--- src/rtl/pgr_fft_pkg.sv ---
// Shared definitions for the burst FFT control path: scheduler FSM encoding,
// minimum transform length and a constant-evaluable clog2.
package pgr_fft_pkg;

    typedef enum logic [3:0] {
        ST_IDLE  = 4'b0001,
        ST_READ  = 4'b0010,
        ST_DRAIN = 4'b0100,
        ST_DONE  = 4'b1000
    } state_e;

    localparam int unsigned LEV_MIN = 3;

    function automatic int unsigned clog2(input int unsigned value);
        int unsigned r;
        r = 32'd0;
        for (int i = 0; i < 32; i++) begin
            if ((64'd1 << i) < 64'(value)) begin
                r = 32'(i) + 32'd1;
            end else begin
                r = r;
            end
        end
        return r;
    endfunction

endpackage

--- src/rtl/pgr_fft_stage_sched_if.sv ---
// Handshake and address bus between pgr_fft_ctrl / butterfly datapath and the
// stage scheduler. The scheduler is the slave of the start/lev_limit request.
interface pgr_fft_stage_sched_if #(
    parameter int unsigned ADDR_WIDTH = 15
);
    logic                  start;
    logic [3:0]            lev_limit;
    logic                  busy;
    logic [3:0]            stage;
    logic                  rd_en;
    logic [ADDR_WIDTH-1:0] rd_addr_a;
    logic [ADDR_WIDTH-1:0] rd_addr_b;
    logic [ADDR_WIDTH-2:0] tw_addr;
    logic                  wr_en;
    logic [ADDR_WIDTH-1:0] wr_addr_a;
    logic [ADDR_WIDTH-1:0] wr_addr_b;
    logic                  cdone;

    modport master (
        output start, lev_limit,
        input  busy, stage, rd_en, rd_addr_a, rd_addr_b, tw_addr,
        input  wr_en, wr_addr_a, wr_addr_b, cdone
    );

    modport slave (
        input  start, lev_limit,
        output busy, stage, rd_en, rd_addr_a, rd_addr_b, tw_addr,
        output wr_en, wr_addr_a, wr_addr_b, cdone
    );
endinterface

--- src/rtl/pgr_fft_addr_dly.sv ---
// Mirrors the butterfly pipeline: carries {valid, addr_a, addr_b} from read
// issue to write issue, and flags the last write of a read burst.
module pgr_fft_addr_dly #(
    parameter int unsigned DEPTH = 6,
    parameter int unsigned AW    = 15
) (
    input  logic          clk,
    input  logic          rst_n,
    input  logic          i_valid,
    input  logic [AW-1:0] i_addr_a,
    input  logic [AW-1:0] i_addr_b,
    output logic          o_valid,
    output logic [AW-1:0] o_addr_a,
    output logic [AW-1:0] o_addr_b,
    output logic          o_last
);
    logic          r_valid  [DEPTH];
    logic [AW-1:0] r_addr_a [DEPTH];
    logic [AW-1:0] r_addr_b [DEPTH];

    // Shift the read descriptor one slot per cycle
    always_ff @(posedge clk or negedge rst_n) begin
        if (!rst_n) begin
            for (int i = 0; i < int'(DEPTH); i++) begin
                r_valid[i]  <= 1'b0;
                r_addr_a[i] <= {AW{1'b0}};
                r_addr_b[i] <= {AW{1'b0}};
            end
        end else begin
            r_valid[0]  <= i_valid;
            r_addr_a[0] <= i_addr_a;
            r_addr_b[0] <= i_addr_b;
            for (int i = 1; i < int'(DEPTH); i++) begin
                r_valid[i]  <= r_valid[i-1];
                r_addr_a[i] <= r_addr_a[i-1];
                r_addr_b[i] <= r_addr_b[i-1];
            end
        end
    end

    assign o_valid  = r_valid[DEPTH-1];
    assign o_addr_a = r_addr_a[DEPTH-1];
    assign o_addr_b = r_addr_b[DEPTH-1];

    // A write with no read behind it is the final write of the burst
    generate
        if (DEPTH == 1) begin : g_single
            assign o_last = r_valid[0];
        end else begin : g_multi
            assign o_last = r_valid[DEPTH-1] & ~r_valid[DEPTH-2];
        end
    endgenerate
endmodule

--- src/rtl/pgr_fft_stage_sched.sv ---
// Radix-2 DIT stage sequencer: walks every butterfly of every stage in place,
// waits out the butterfly pipeline between stages, then pulses cdone.
module pgr_fft_stage_sched
    import pgr_fft_pkg::*;
#(
    parameter int unsigned ADDR_WIDTH = 15,
    parameter int unsigned BF_LATENCY = 6
) (
    input logic                   clk,
    input logic                   rst_n,
    pgr_fft_stage_sched_if.slave  bus
);
    localparam int unsigned KW = ADDR_WIDTH - 1;

    state_e                r_state, w_state_nxt;
    logic [KW-1:0]         r_k, w_k_nxt, r_half_m1, w_half_m1;
    logic [3:0]            r_s, w_s_nxt, r_l, w_l_clamp;
    logic                  w_latch, w_drain_end;

    logic [KW-1:0]         w_one_k, w_span_k, w_pos_k, w_tw;
    logic [ADDR_WIDTH-1:0] w_one_a, w_span_a, w_a, w_b;
    logic [4:0]            w_tw_sh;

    logic                  w_rd_en_d, w_busy_d, w_cdone_d;
    logic [3:0]            w_stage_d;
    logic [ADDR_WIDTH-1:0] w_rd_a_d, w_rd_b_d;
    logic [KW-1:0]         w_tw_d;

    logic                  r_busy, r_rd_en, r_cdone;
    logic [3:0]            r_stage;
    logic [ADDR_WIDTH-1:0] r_rd_addr_a, r_rd_addr_b;
    logic [KW-1:0]         r_tw_addr;
    logic                  w_wr_en;
    logic [ADDR_WIDTH-1:0] w_wr_addr_a, w_wr_addr_b;

    assign w_one_k = {{(KW-1){1'b0}}, 1'b1};
    assign w_one_a = {{(ADDR_WIDTH-1){1'b0}}, 1'b1};

    // Clamp requested length and derive the last butterfly index of a stage
    always_comb begin
        w_l_clamp = bus.lev_limit;
        if (bus.lev_limit < 4'(LEV_MIN)) begin
            w_l_clamp = 4'(LEV_MIN);
        end else if (bus.lev_limit > 4'(ADDR_WIDTH)) begin
            w_l_clamp = 4'(ADDR_WIDTH);
        end else begin
            w_l_clamp = bus.lev_limit;
        end
        w_half_m1 = (w_one_k << (w_l_clamp - 4'd1)) - w_one_k;
    end

    // Next-state and counter logic
    always_comb begin
        w_state_nxt = r_state;
        w_k_nxt     = r_k;
        w_s_nxt     = r_s;
        w_latch     = 1'b0;
        case (r_state)
            ST_IDLE: begin
                w_k_nxt = {KW{1'b0}};
                w_s_nxt = 4'd0;
                if (bus.start) begin
                    w_state_nxt = ST_READ;
                    w_latch     = 1'b1;
                end else begin
                    w_state_nxt = ST_IDLE;
                end
            end
            ST_READ: begin
                if (r_k == r_half_m1) begin
                    w_state_nxt = ST_DRAIN;
                end else begin
                    w_k_nxt = r_k + w_one_k;
                end
            end
            ST_DRAIN: begin
                if (!w_drain_end) begin
                    w_state_nxt = ST_DRAIN;
                end else if (r_s == r_l - 4'd1) begin
                    w_state_nxt = ST_DONE;
                end else begin
                    w_state_nxt = ST_READ;
                    w_s_nxt     = r_s + 4'd1;
                    w_k_nxt     = {KW{1'b0}};
                end
            end
            ST_DONE: begin
                w_state_nxt = ST_IDLE;
                w_k_nxt     = {KW{1'b0}};
                w_s_nxt     = 4'd0;
            end
            default: begin
                w_state_nxt = ST_IDLE;
                w_k_nxt     = {KW{1'b0}};
                w_s_nxt     = 4'd0;
            end
        endcase
    end

    // In-place addressing for the butterfly about to be presented
    always_comb begin
        w_span_k = w_one_k << w_s_nxt;
        w_span_a = w_one_a << w_s_nxt;
        w_pos_k  = w_k_nxt & (w_span_k - w_one_k);
        w_a      = (({1'b0, w_k_nxt} >> w_s_nxt) << (w_s_nxt + 4'd1)) | {1'b0, w_pos_k};
        w_b      = w_a + w_span_a;
        w_tw_sh  = 5'(KW) - {1'b0, w_s_nxt};
        w_tw     = w_pos_k << w_tw_sh;
    end

    // Output values for the coming cycle, derived from the next state
    always_comb begin
        w_rd_en_d = (w_state_nxt == ST_READ);
        w_busy_d  = (w_state_nxt != ST_IDLE);
        w_cdone_d = (w_state_nxt == ST_DONE);
        w_stage_d = 4'd0;
        w_rd_a_d  = {ADDR_WIDTH{1'b0}};
        w_rd_b_d  = {ADDR_WIDTH{1'b0}};
        w_tw_d    = {KW{1'b0}};
        if (w_rd_en_d) begin
            w_rd_a_d = w_a;
            w_rd_b_d = w_b;
            w_tw_d   = w_tw;
        end else begin
            w_rd_a_d = {ADDR_WIDTH{1'b0}};
            w_rd_b_d = {ADDR_WIDTH{1'b0}};
            w_tw_d   = {KW{1'b0}};
        end
        if (w_state_nxt == ST_READ || w_state_nxt == ST_DRAIN) begin
            w_stage_d = w_s_nxt;
        end else begin
            w_stage_d = 4'd0;
        end
    end

    // FSM state, butterfly/stage counters and latched frame length
    always_ff @(posedge clk or negedge rst_n) begin
        if (!rst_n) begin
            r_state   <= ST_IDLE;
            r_k       <= {KW{1'b0}};
            r_s       <= 4'd0;
            r_l       <= 4'd0;
            r_half_m1 <= {KW{1'b0}};
        end else begin
            r_state <= w_state_nxt;
            r_k     <= w_k_nxt;
            r_s     <= w_s_nxt;
            if (w_latch) begin
                r_l       <= w_l_clamp;
                r_half_m1 <= w_half_m1;
            end
        end
    end

    // Registered read-side outputs
    always_ff @(posedge clk or negedge rst_n) begin
        if (!rst_n) begin
            r_busy      <= 1'b0;
            r_rd_en     <= 1'b0;
            r_cdone     <= 1'b0;
            r_stage     <= 4'd0;
            r_rd_addr_a <= {ADDR_WIDTH{1'b0}};
            r_rd_addr_b <= {ADDR_WIDTH{1'b0}};
            r_tw_addr   <= {KW{1'b0}};
        end else begin
            r_busy      <= w_busy_d;
            r_rd_en     <= w_rd_en_d;
            r_cdone     <= w_cdone_d;
            r_stage     <= w_stage_d;
            r_rd_addr_a <= w_rd_a_d;
            r_rd_addr_b <= w_rd_b_d;
            r_tw_addr   <= w_tw_d;
        end
    end

    pgr_fft_addr_dly #(
        .DEPTH (BF_LATENCY),
        .AW    (ADDR_WIDTH)
    ) u_addr_dly (
        .clk      (clk),
        .rst_n    (rst_n),
        .i_valid  (r_rd_en),
        .i_addr_a (r_rd_addr_a),
        .i_addr_b (r_rd_addr_b),
        .o_valid  (w_wr_en),
        .o_addr_a (w_wr_addr_a),
        .o_addr_b (w_wr_addr_b),
        .o_last   (w_drain_end)
    );

    assign bus.busy      = r_busy;
    assign bus.stage     = r_stage;
    assign bus.rd_en     = r_rd_en;
    assign bus.rd_addr_a = r_rd_addr_a;
    assign bus.rd_addr_b = r_rd_addr_b;
    assign bus.tw_addr   = r_tw_addr;
    assign bus.wr_en     = w_wr_en;
    assign bus.wr_addr_a = w_wr_addr_a;
    assign bus.wr_addr_b = w_wr_addr_b;
    assign bus.cdone     = r_cdone;
endmodule
--- src/flat_wrapper.sv ---
// flat-port wrapper written by rule: the top's interface ports become plain ports
module pgr_fft_stage_sched_flat import pgr_fft_pkg::*;
#(
    parameter int unsigned ADDR_WIDTH = 15,
    parameter int unsigned BF_LATENCY = 6
)
  (clk, rst_n, bus_start, bus_lev_limit, bus_busy, bus_stage, bus_rd_en, bus_rd_addr_a, bus_rd_addr_b, bus_tw_addr, bus_wr_en, bus_wr_addr_a, bus_wr_addr_b, bus_cdone);
  pgr_fft_stage_sched_if #(.ADDR_WIDTH(ADDR_WIDTH)) bus_i ();
  input logic clk;
  input logic rst_n;
  input wire logic [$bits(bus_i.start)-1:0] bus_start;
  input wire logic [$bits(bus_i.lev_limit)-1:0] bus_lev_limit;
  output wire logic [$bits(bus_i.busy)-1:0] bus_busy;
  output wire logic [$bits(bus_i.stage)-1:0] bus_stage;
  output wire logic [$bits(bus_i.rd_en)-1:0] bus_rd_en;
  output wire logic [$bits(bus_i.rd_addr_a)-1:0] bus_rd_addr_a;
  output wire logic [$bits(bus_i.rd_addr_b)-1:0] bus_rd_addr_b;
  output wire logic [$bits(bus_i.tw_addr)-1:0] bus_tw_addr;
  output wire logic [$bits(bus_i.wr_en)-1:0] bus_wr_en;
  output wire logic [$bits(bus_i.wr_addr_a)-1:0] bus_wr_addr_a;
  output wire logic [$bits(bus_i.wr_addr_b)-1:0] bus_wr_addr_b;
  output wire logic [$bits(bus_i.cdone)-1:0] bus_cdone;
  assign bus_i.start = bus_start;
  assign bus_i.lev_limit = bus_lev_limit;
  assign bus_busy = bus_i.busy;
  assign bus_stage = bus_i.stage;
  assign bus_rd_en = bus_i.rd_en;
  assign bus_rd_addr_a = bus_i.rd_addr_a;
  assign bus_rd_addr_b = bus_i.rd_addr_b;
  assign bus_tw_addr = bus_i.tw_addr;
  assign bus_wr_en = bus_i.wr_en;
  assign bus_wr_addr_a = bus_i.wr_addr_a;
  assign bus_wr_addr_b = bus_i.wr_addr_b;
  assign bus_cdone = bus_i.cdone;
  pgr_fft_stage_sched #(.ADDR_WIDTH(ADDR_WIDTH), .BF_LATENCY(BF_LATENCY)) u_core (.clk(clk), .rst_n(rst_n), .bus(bus_i));
endmodule
--- config.mk ---
export PLATFORM = sky130hd
export DESIGN_NAME = pgr_fft_stage_sched_flat
export DESIGN_NICKNAME = d
export VERILOG_FILES = /design/src/rtl/pgr_fft_pkg.sv /design/src/rtl/pgr_fft_stage_sched_if.sv /design/src/rtl/pgr_fft_addr_dly.sv /design/src/rtl/pgr_fft_stage_sched.sv /design/src/flat_wrapper.sv
export SDC_FILE = /design/constraint.sdc
export NUM_CORES = 1
export LEC_CHECK = 0
export BUFFER_PORTS_ARGS = -buffer_cell sky130_fd_sc_hd__buf_2
export CAP_MARGIN = 15
export CORE_MARGIN = 4
export CORE_UTILIZATION = 45
export DETAILED_ROUTE_END_ITERATION = 10
export PLACE_DENSITY = 0.65
export SYNTH_ARGS = -nofsm -noshare
export SYNTH_HDL_FRONTEND = slang
export SYNTH_SLANG_ARGS = --single-unit
--- constraint.sdc ---
create_clock -name clk -period 9.1 [get_ports clk]
set_clock_uncertainty 0.05 [all_clocks]
set_input_delay 1.82 -clock clk [delete_from_list [all_inputs] [get_ports clk]]
set_output_delay 1.82 -clock clk [all_outputs]
set_load 0.02 [all_outputs]
* Word-level counts from Yosys, hierarchy flattened
Cells that the tools add are included.
** Storage, ports and cells
- Register bits after elaboration :: 277
- Logic and storage cells :: 81
- Output and inout port bits :: 82
- Bits of input ports :: 7
** Cells by class
- $add $sub $neg :: 9
- Shifts and indexed selects :: 6
- Order comparisons :: 2
- Equal/unequal tests :: 9
- Muxes and demuxes :: 20
- Bitwise gates (word level) :: 4
- Reduce and logical (&&, ||, !) cells :: 1
** Operator list (count)
- two-way mux 14 bit :: 4
- two-way mux 4 bit :: 8
- two-way mux 15 bit :: 2
- case mux 14 bit (2 select lines) :: 1
- left shift 1 x 4 -> 14 bit, first input constant :: 2
- subtractor 14 x 1 -> 14 bit, second input constant :: 2
- adder 15 bit :: 1
- bitwise OR 15 x 14 -> 15 bit :: 1
- left shift 1 x 4 -> 15 bit, first input constant :: 1
- left shift 15 x 4 -> 15 bit :: 1
- right shift 14 x 4 -> 15 bit :: 1
- adder 14 x 1 -> 14 bit, second input constant :: 1
- bitwise AND 14 bit :: 1
- equality test 14 bit :: 1
- left shift 14 x 5 -> 14 bit :: 1
- case mux 4 bit (3 select lines) :: 1
- adder 4 x 1 -> 4 bit, second input constant :: 2
- equality test 4 x 2 -> 1 bit, second input constant :: 2
- equality test 4 x 3 -> 1 bit, second input constant :: 2
- case mux 4 bit (2 select lines) :: 1
- subtractor 4 x 1 -> 4 bit, second input constant :: 2
- subtractor 4 x 4 -> 5 bit, first input constant :: 1
- equality test 4 x 1 -> 1 bit, second input constant :: 1
- equality test 4 bit :: 1
- other kinds (9) :: 10

* Logic depth before layout (Yosys ltp)
- Depth after elaboration :: 11
- Depth in mapped cells :: 33
- Gate-level depth less buffers :: 28

* Cells and area by module
From an unflattened synthesis, not the netlist that was laid out.
** Second synthesis, totals
- Cell total of the unflattened synthesis :: 1127
- Area total of the unflattened synthesis :: 12276.8 µm²
** By module, submodules not included
- pgr_fft_stage_sched :: area an instance 7383.3 µm², sequential area each 2278.4 µm², instances 1, cells each 910
- pgr_fft_addr_dly :: area an instance 4893.4 µm², sequential area each 4654.5 µm², instances 1, cells each 217

* Least setup slack after synthesis
OpenSTA, ideal clock, no wires.
- Kind :: reg-to-reg
- Start :: register u_core.r_l[0]
- End :: register u_core.r_rd_addr_b[14] (netlist: u_core.bus.rd_addr_b[14])
- Cell stages (with the launch flop) :: 34
- Required time :: 8916 ps
- Slack :: 2620 ps
- Clock period less this slack :: 6480 ps
- Path buffers :: 6
- Library setup time :: 134 ps
- Arrival time :: 6296 ps
- Cells stage by stage :: dfrtp_1 > inv_1 > ha_1 > xnor2_1 > or2_1 > or4_1 > and3_1 > buf_6 > clkinv_8 > buf_2 > buf_2 > buf_1 > ha_1 > clkbuf_1 > nand2_1 > ha_1 > clkbuf_1 > inv_1 > a21oi_1 > o21ai_0 > o21ai_0 > ha_1 > nor2b_1 > o21ai_0 > a21boi_0 > o21ai_0 > a21boi_0 > o21ai_0 > a21oi_1 > o21ai_0 > a21oi_1 > a31oi_1 > nor3_1 > nor3b_2
** On the way
- Longest elaborated chain between the ends :: 11
- Elaborated cells on any way between the ends :: 22
- Classes of those cells :: add/sub (4); eq/ne (2); shift (4); mux (10); bitwise (2)
** Ends and longest elaborated chain
- start: declaration :: RTL line pgr_fft_stage_sched.sv:17 : logic [3:0] r_s, w_s_nxt, r_l, w_l_clamp;
- start signal: assignment :: RTL line pgr_fft_stage_sched.sv:149 : r_l <= w_l_clamp;
- subtractor 4 x 1 -> 4 bit (*) :: RTL line pgr_fft_stage_sched.sv:79 : end else if (r_s == r_l - 4'd1) begin
- equality test 4 bit (*) :: RTL line pgr_fft_stage_sched.sv:79
- two-way mux 4 bit (*) :: RTL line pgr_fft_stage_sched.sv:79
- two-way mux 4 bit (*) :: RTL line pgr_fft_stage_sched.sv:77 : if (!w_drain_end) begin
- case mux 4 bit (2 select lines) (*) :: RTL line pgr_fft_stage_sched.sv:58 : case (r_state)
- via u_core.w_s_nxt[0] :: RTL line pgr_fft_stage_sched.sv:17
- left shift 1 x 4 -> 14 bit :: RTL line pgr_fft_stage_sched.sv:102 : w_span_k = w_one_k << w_s_nxt;
- subtractor 14 x 1 -> 14 bit :: RTL line pgr_fft_stage_sched.sv:104 : w_pos_k = w_k_nxt & (w_span_k - w_one_k);
- bitwise AND 14 bit :: RTL line pgr_fft_stage_sched.sv:104
- bitwise OR 15 x 14 -> 15 bit :: RTL line pgr_fft_stage_sched.sv:105 : w_a = (({1'b0, w_k_nxt} >> w_s_nxt) << (w_s_nxt + 4'd1)) | {1'b0, w_pos_k};
- adder 15 bit (*) :: RTL line pgr_fft_stage_sched.sv:106 : w_b = w_a + w_span_a;
- two-way mux 15 bit (*) :: RTL line pgr_fft_stage_sched.sv:120 : if (w_rd_en_d) begin
- via u_core.w_rd_b_d[14] :: RTL line pgr_fft_stage_sched.sv:26 : logic [ADDR_WIDTH-1:0] w_rd_a_d, w_rd_b_d;
- end signal: assignment :: RTL line pgr_fft_stage_sched.sv:163 : r_rd_addr_b <= {ADDR_WIDTH{1'b0}};
- end signal: assignment :: RTL line pgr_fft_stage_sched.sv:171 : r_rd_addr_b <= w_rd_b_d;
- end: declaration :: RTL line pgr_fft_stage_sched.sv:31 : logic [ADDR_WIDTH-1:0] r_rd_addr_a, r_rd_addr_b;
The timed path passes the listed nets; every way through them passes the cells marked *.
A chain may end at the register's enable or synchronous reset.

* Worst setup path in the final report
- Start :: register u_core.r_l[0]
- End :: register u_core.r_rd_addr_b[14] (netlist: u_core.bus.rd_addr_b[14])
** On the way
- Longest elaborated chain between the ends :: 11
- Elaborated cells on any way between the ends :: 22
- Classes of those cells :: add/sub (4); eq/ne (2); shift (4); mux (10); bitwise (2)
** Ends and longest elaborated chain (RTL line)
- subtractor 4 x 1 -> 4 bit (*) :: pgr_fft_stage_sched.sv:79
- equality test 4 bit (*) :: pgr_fft_stage_sched.sv:79
- two-way mux 4 bit :: pgr_fft_stage_sched.sv:79
- two-way mux 4 bit :: pgr_fft_stage_sched.sv:77
- case mux 4 bit (2 select lines) :: pgr_fft_stage_sched.sv:58
- left shift 1 x 4 -> 14 bit :: pgr_fft_stage_sched.sv:102
- subtractor 14 x 1 -> 14 bit :: pgr_fft_stage_sched.sv:104
- bitwise AND 14 bit :: pgr_fft_stage_sched.sv:104
- bitwise OR 15 x 14 -> 15 bit :: pgr_fft_stage_sched.sv:105
- adder 15 bit :: pgr_fft_stage_sched.sv:106
- two-way mux 15 bit (*) :: pgr_fft_stage_sched.sv:120
- via u_core.w_rd_b_d[14] :: pgr_fft_stage_sched.sv:26
Marks and branches as above.

==> metrics.json <==
{
  "setup_viol_count_final": 0,
  "grt_first_pass_wirelength_um": 49000,
  "share_seq_of_total_power_pct": 48.6,
  "crit_family": "compound AO/OA/AOI/OAI gates",
  "syn2layout_area_growth_pct": 10.4,
  "cpPeakStageDelay_ns": 0.68,
  "finalCriticalPeriod_ns": 7.31,
  "core.rowCount": 61,
  "final_layout_size_suffix_gt1_share_pct": 16.5,
  "clkPwrFrac_pct": 38.2,
  "io_pins": 89,
  "post-route-cell-area_um2": 13900,
  "final_hold_viol_count": 0,
  "seq_area_frac_synth_pct": 55.0,
  "fp.coreArea_um2": 27700,
  "clock.fmax_mhz": 137,
  "gr-total-overflow": 0,
  "critPathLaunchType": "flip-flop",
  "cts.root.buffer_cell": "sky130_fd_sc_hd__clkbuf_16",
  "drc_viols": 0,
  "drtAntennaViolNets": 0,
  "post_synthesis_instance_area_um2": 12600,
  "ys_top_cells_by_area": "sky130_fd_sc_hd__dfrtp_1 (55%), sky130_fd_sc_hd__ha_1 (2.9%), sky130_fd_sc_hd__nand2_1 (2.6%)",
  "fin_crit_sh_pct": 80.3,
  "hold_class": "reg2reg",
  "routed.top_layer": "met4",
  "die_w_um": 175,
  "number_of_synthesized_flops_with_an_enable_pin": 0,
  "synth-seq-cells": 277,
  "design_power_total_uw": 2830,
  "vias_per_cell": 5.74,
  "ctsHoldBuffers": 0,
  "cp.required_ns": 9.44,
  "netlist_instances": 1137,
  "place.port_buffers": 88,
  "maxSlewViolCount": 0,
  "pwr-share-comb_pct": 13.2,
  "cts_setup_buffers": 0,
  "mappedNetlistNets": 1174,
  "cp-end-kind": "flip-flop",
  "h-tree-depth": 1,
  "met1_length_um": 13000,
  "outcome": "finished clean",
  "cts_buffers": 27,
  "worst-path-buf-inv": 3,
  "first_pass_iters": 5,
  "arrival_ns": 7.65,
  "power.net_switching_uw": 752,
  "synth_simple_gate_area_share_pct": 14.4,
  "fp.dieArea_um2": 30800,
  "cts.path.max_buffers": 3,
  "cap_viol_max_count": 0,
  "place_congestion": 0.944,
  "grt_antenna_before_repair": 0,
  "floorplan.initialDensity_pct": 45.5,
  "routed_wire_length_per_instance_um": 19.7,
  "drt_wl_total_um": 30700,
  "p_leak_uw": 0.00682,
  "first_global_vias": 8784,
  "placed_area_um2": 13000,
  "cts_tree": "yes",
  "p_int_uw": 2080,
  "fillCellCount": 2465,
  "synth_area_per_cell_um2": 11.1,
  "met2_length_um": 14700,
  "yosys.area_share.xor_xnor_pct": 3.26,
  "detailed_place_hpwl_um": 21400,
  "synth_adder_area_share_pct": 3.04,
  "gr-usage-all-layers_pct": 19.9,
  "clock_latency_ns": 0.53,
  "cts_resized": 0,
  "grt_max_degree": 150,
  "die_height_um": 175,
  "worst_hold_slack_ns": 0.289,
  "power.share.switching_pct": 26.6,
  "crit_path_max_fanout": 31,
  "ys.flop_type": "sky130_fd_sc_hd__dfrtp_1",
  "grt_setup_unrepaired": "no",
  "diodes": 0,
  "numClockSinks": 277,
  "post_synth_num_cell_types": 101,
  "cpMostUsedCell": "sky130_fd_sc_hd__o21ai_0",
  "ys_async_rst_share_pct": 100,
  "synth-warning-count": 0,
  "power.ir.vdd_worst_v": 0.000120,
  "routed-via-count": 8953,
  "worst_slew_margin_rel_pct": 38.0,
  "detailroute.wirelength.met3_um": 2020,
  "commonest_cells_after_routing_fill_and_taps_aside": "sky130_fd_sc_hd__dfrtp_1 (276), sky130_fd_sc_hd__nand2_1 (89), sky130_fd_sc_hd__buf_2 (87)",
  "detail_route.iter0.violations": 728,
  "layout.nets": 1201,
  "final.setup.tns_ns": 0,
  "timing.critical_path.slowest_stage_cell": "sky130_fd_sc_hd__o31ai_4",
  "worst_setup_hold_path_clk_slew_ns": 0.06,
  "setup.worst_path.class": "reg2reg",
  "mostFrequentLayoutCell": "sky130_fd_sc_hd__dfrtp_1",
  "synth_top_area_share_pct": 54.8,
  "actual_slew_at_the_worst_max_slew_pin_ns": 0.929,
  "synth_top_family_by_area": "compound AO/OA/AOI/OAI gates",
  "powerDensity_nw_per_um2": 203,
  "synthMuxAreaShare_pct": 1.99,
  "synth.largest_area_cell": "sky130_fd_sc_hd__dfrtp_1",
  "synth_compound_area_share_pct": 16.5
}
## area by class of cell
cell class	instances	area, um^2	area share [%]
clock buffers	37	733	5.27
clock inverters	9	135	0.971
inverters	40	163	1.17
multi-input cells	723	4960	35.7
flip-flops and latches	277	6930	49.8
well taps	378	473	3.40
repair buffers	95	515	3.70
## through the flow
stage	cells	setup slack, ns	utilization [%]
6_report	1559	1.79	50.2
3_5_place_dp	1513	1.97	47.1
5_1_grt	1559	1.10	50.2
4_1_cts	1559	1.87	50.2
3_3_place_gp	1513	2.27	47.1
2_1_floorplan	1137	2.62	-
## path summary, 6_finish.rpt
kind	startpoint	cells past startpoint	slack, ns	to
worst max-delay path	u_core.r_l[0]	28	1.79	u_core.bus.rd_addr_b[14]
worst min-delay path	u_core.u_addr_dly.r_addr_a[35]	0	0.29	u_core.u_addr_dly.r_addr_a[20]
worst max register to register	u_core.r_l[0]	28	1.79	u_core.bus.rd_addr_b[14]
worst min register to register	u_core.u_addr_dly.r_addr_a[35]	0	0.29	u_core.u_addr_dly.r_addr_a[20]
max in group asynchronous	rst_n	2	6.43	u_core.bus.tw_addr[13]
min in group asynchronous	rst_n	1	1.32	u_core.u_addr_dly.r_addr_b[16]
## synthesized netlist by cell type, types with 19 or more instances
cell / count
sky130_fd_sc_hd__nor3_1: 34
sky130_fd_sc_hd__and2_1: 22
sky130_fd_sc_hd__buf_4: 30
sky130_fd_sc_hd__o21ai_0: 53
sky130_fd_sc_hd__xor2_1: 21
sky130_fd_sc_hd__xnor2_1: 19
sky130_fd_sc_hd__nand3_1: 31
sky130_fd_sc_hd__a21oi_1: 47
sky130_fd_sc_hd__nand2_1: 89
sky130_fd_sc_hd__o211ai_1: 19
sky130_fd_sc_hd__clkbuf_1: 35
sky130_fd_sc_hd__inv_1: 36
sky130_fd_sc_hd__dfrtp_1: 276
sky130_fd_sc_hd__ha_1: 29
sky130_fd_sc_hd__nor2_1: 68
sky130_fd_sc_hd__a31oi_1: 22
sky130_fd_sc_hd__buf_2: 20
## registers in the layout, indices dropped and copies added, names as in the netlist, 4 cells and up
name                        cells
u_core.u_addr_dly.r_addr_a     75
u_core.u_addr_dly.r_addr_b     75
u_core.bus.rd_addr_a           15
u_core.bus.rd_addr_b           15
u_core.u_addr_dly.o_addr_a     15
u_core.u_addr_dly.o_addr_b     15
u_core.bus.tw_addr             14
u_core.r_half_m1               14
u_core.r_k                     14
u_core.u_addr_dly.r_valid       5
u_core.bus.stage                4
u_core.r_l                      4
u_core.r_s                      4
u_core.r_state                  4
## power groups by stage
stage	clock network (uW)	logic, uW	registers [uW]
global route	1170	419	1380
finish	1080	374	1370
detailed placement	0	377	1400
global placement	0	374	1390
floorplan	0	273	1390
CTS	1110	378	1380
## cell families (layout without fill, tap and decap cells)
group                    after synthesis  in the layout
AND/OR/NAND/NOR                      341            341
adder cells (fa/ha/maj)               30             30
XOR/XNOR                              43             43
multiplexers                          23             23
flip-flops                           277            277
AO/OA/AOI/OAI                        286            286
buffers and inverters                137            181
## worst register-to-register path, delay by kind of cell (launching register included)
kind / cells / cell delay, ns
AOI/OAI and AO/OA: 14 / 3.21
xor gates and xnor gates: 1 / 0.16
adders and majority gates: 3 / 0.98
buffers and inverters: 3 / 0.64
DFF: 1 / 0.40
and+or+nand+nor: 7 / 1.77
## per-layer routing
layer  vias up  GRT usage (%)
li1       4117              -
met1      4424           27.3
met2       347           33.0
met3        65           2.69
met4         0           6.45
met5         -              0
No activity file was read; power rests on OpenSTA's default activity.
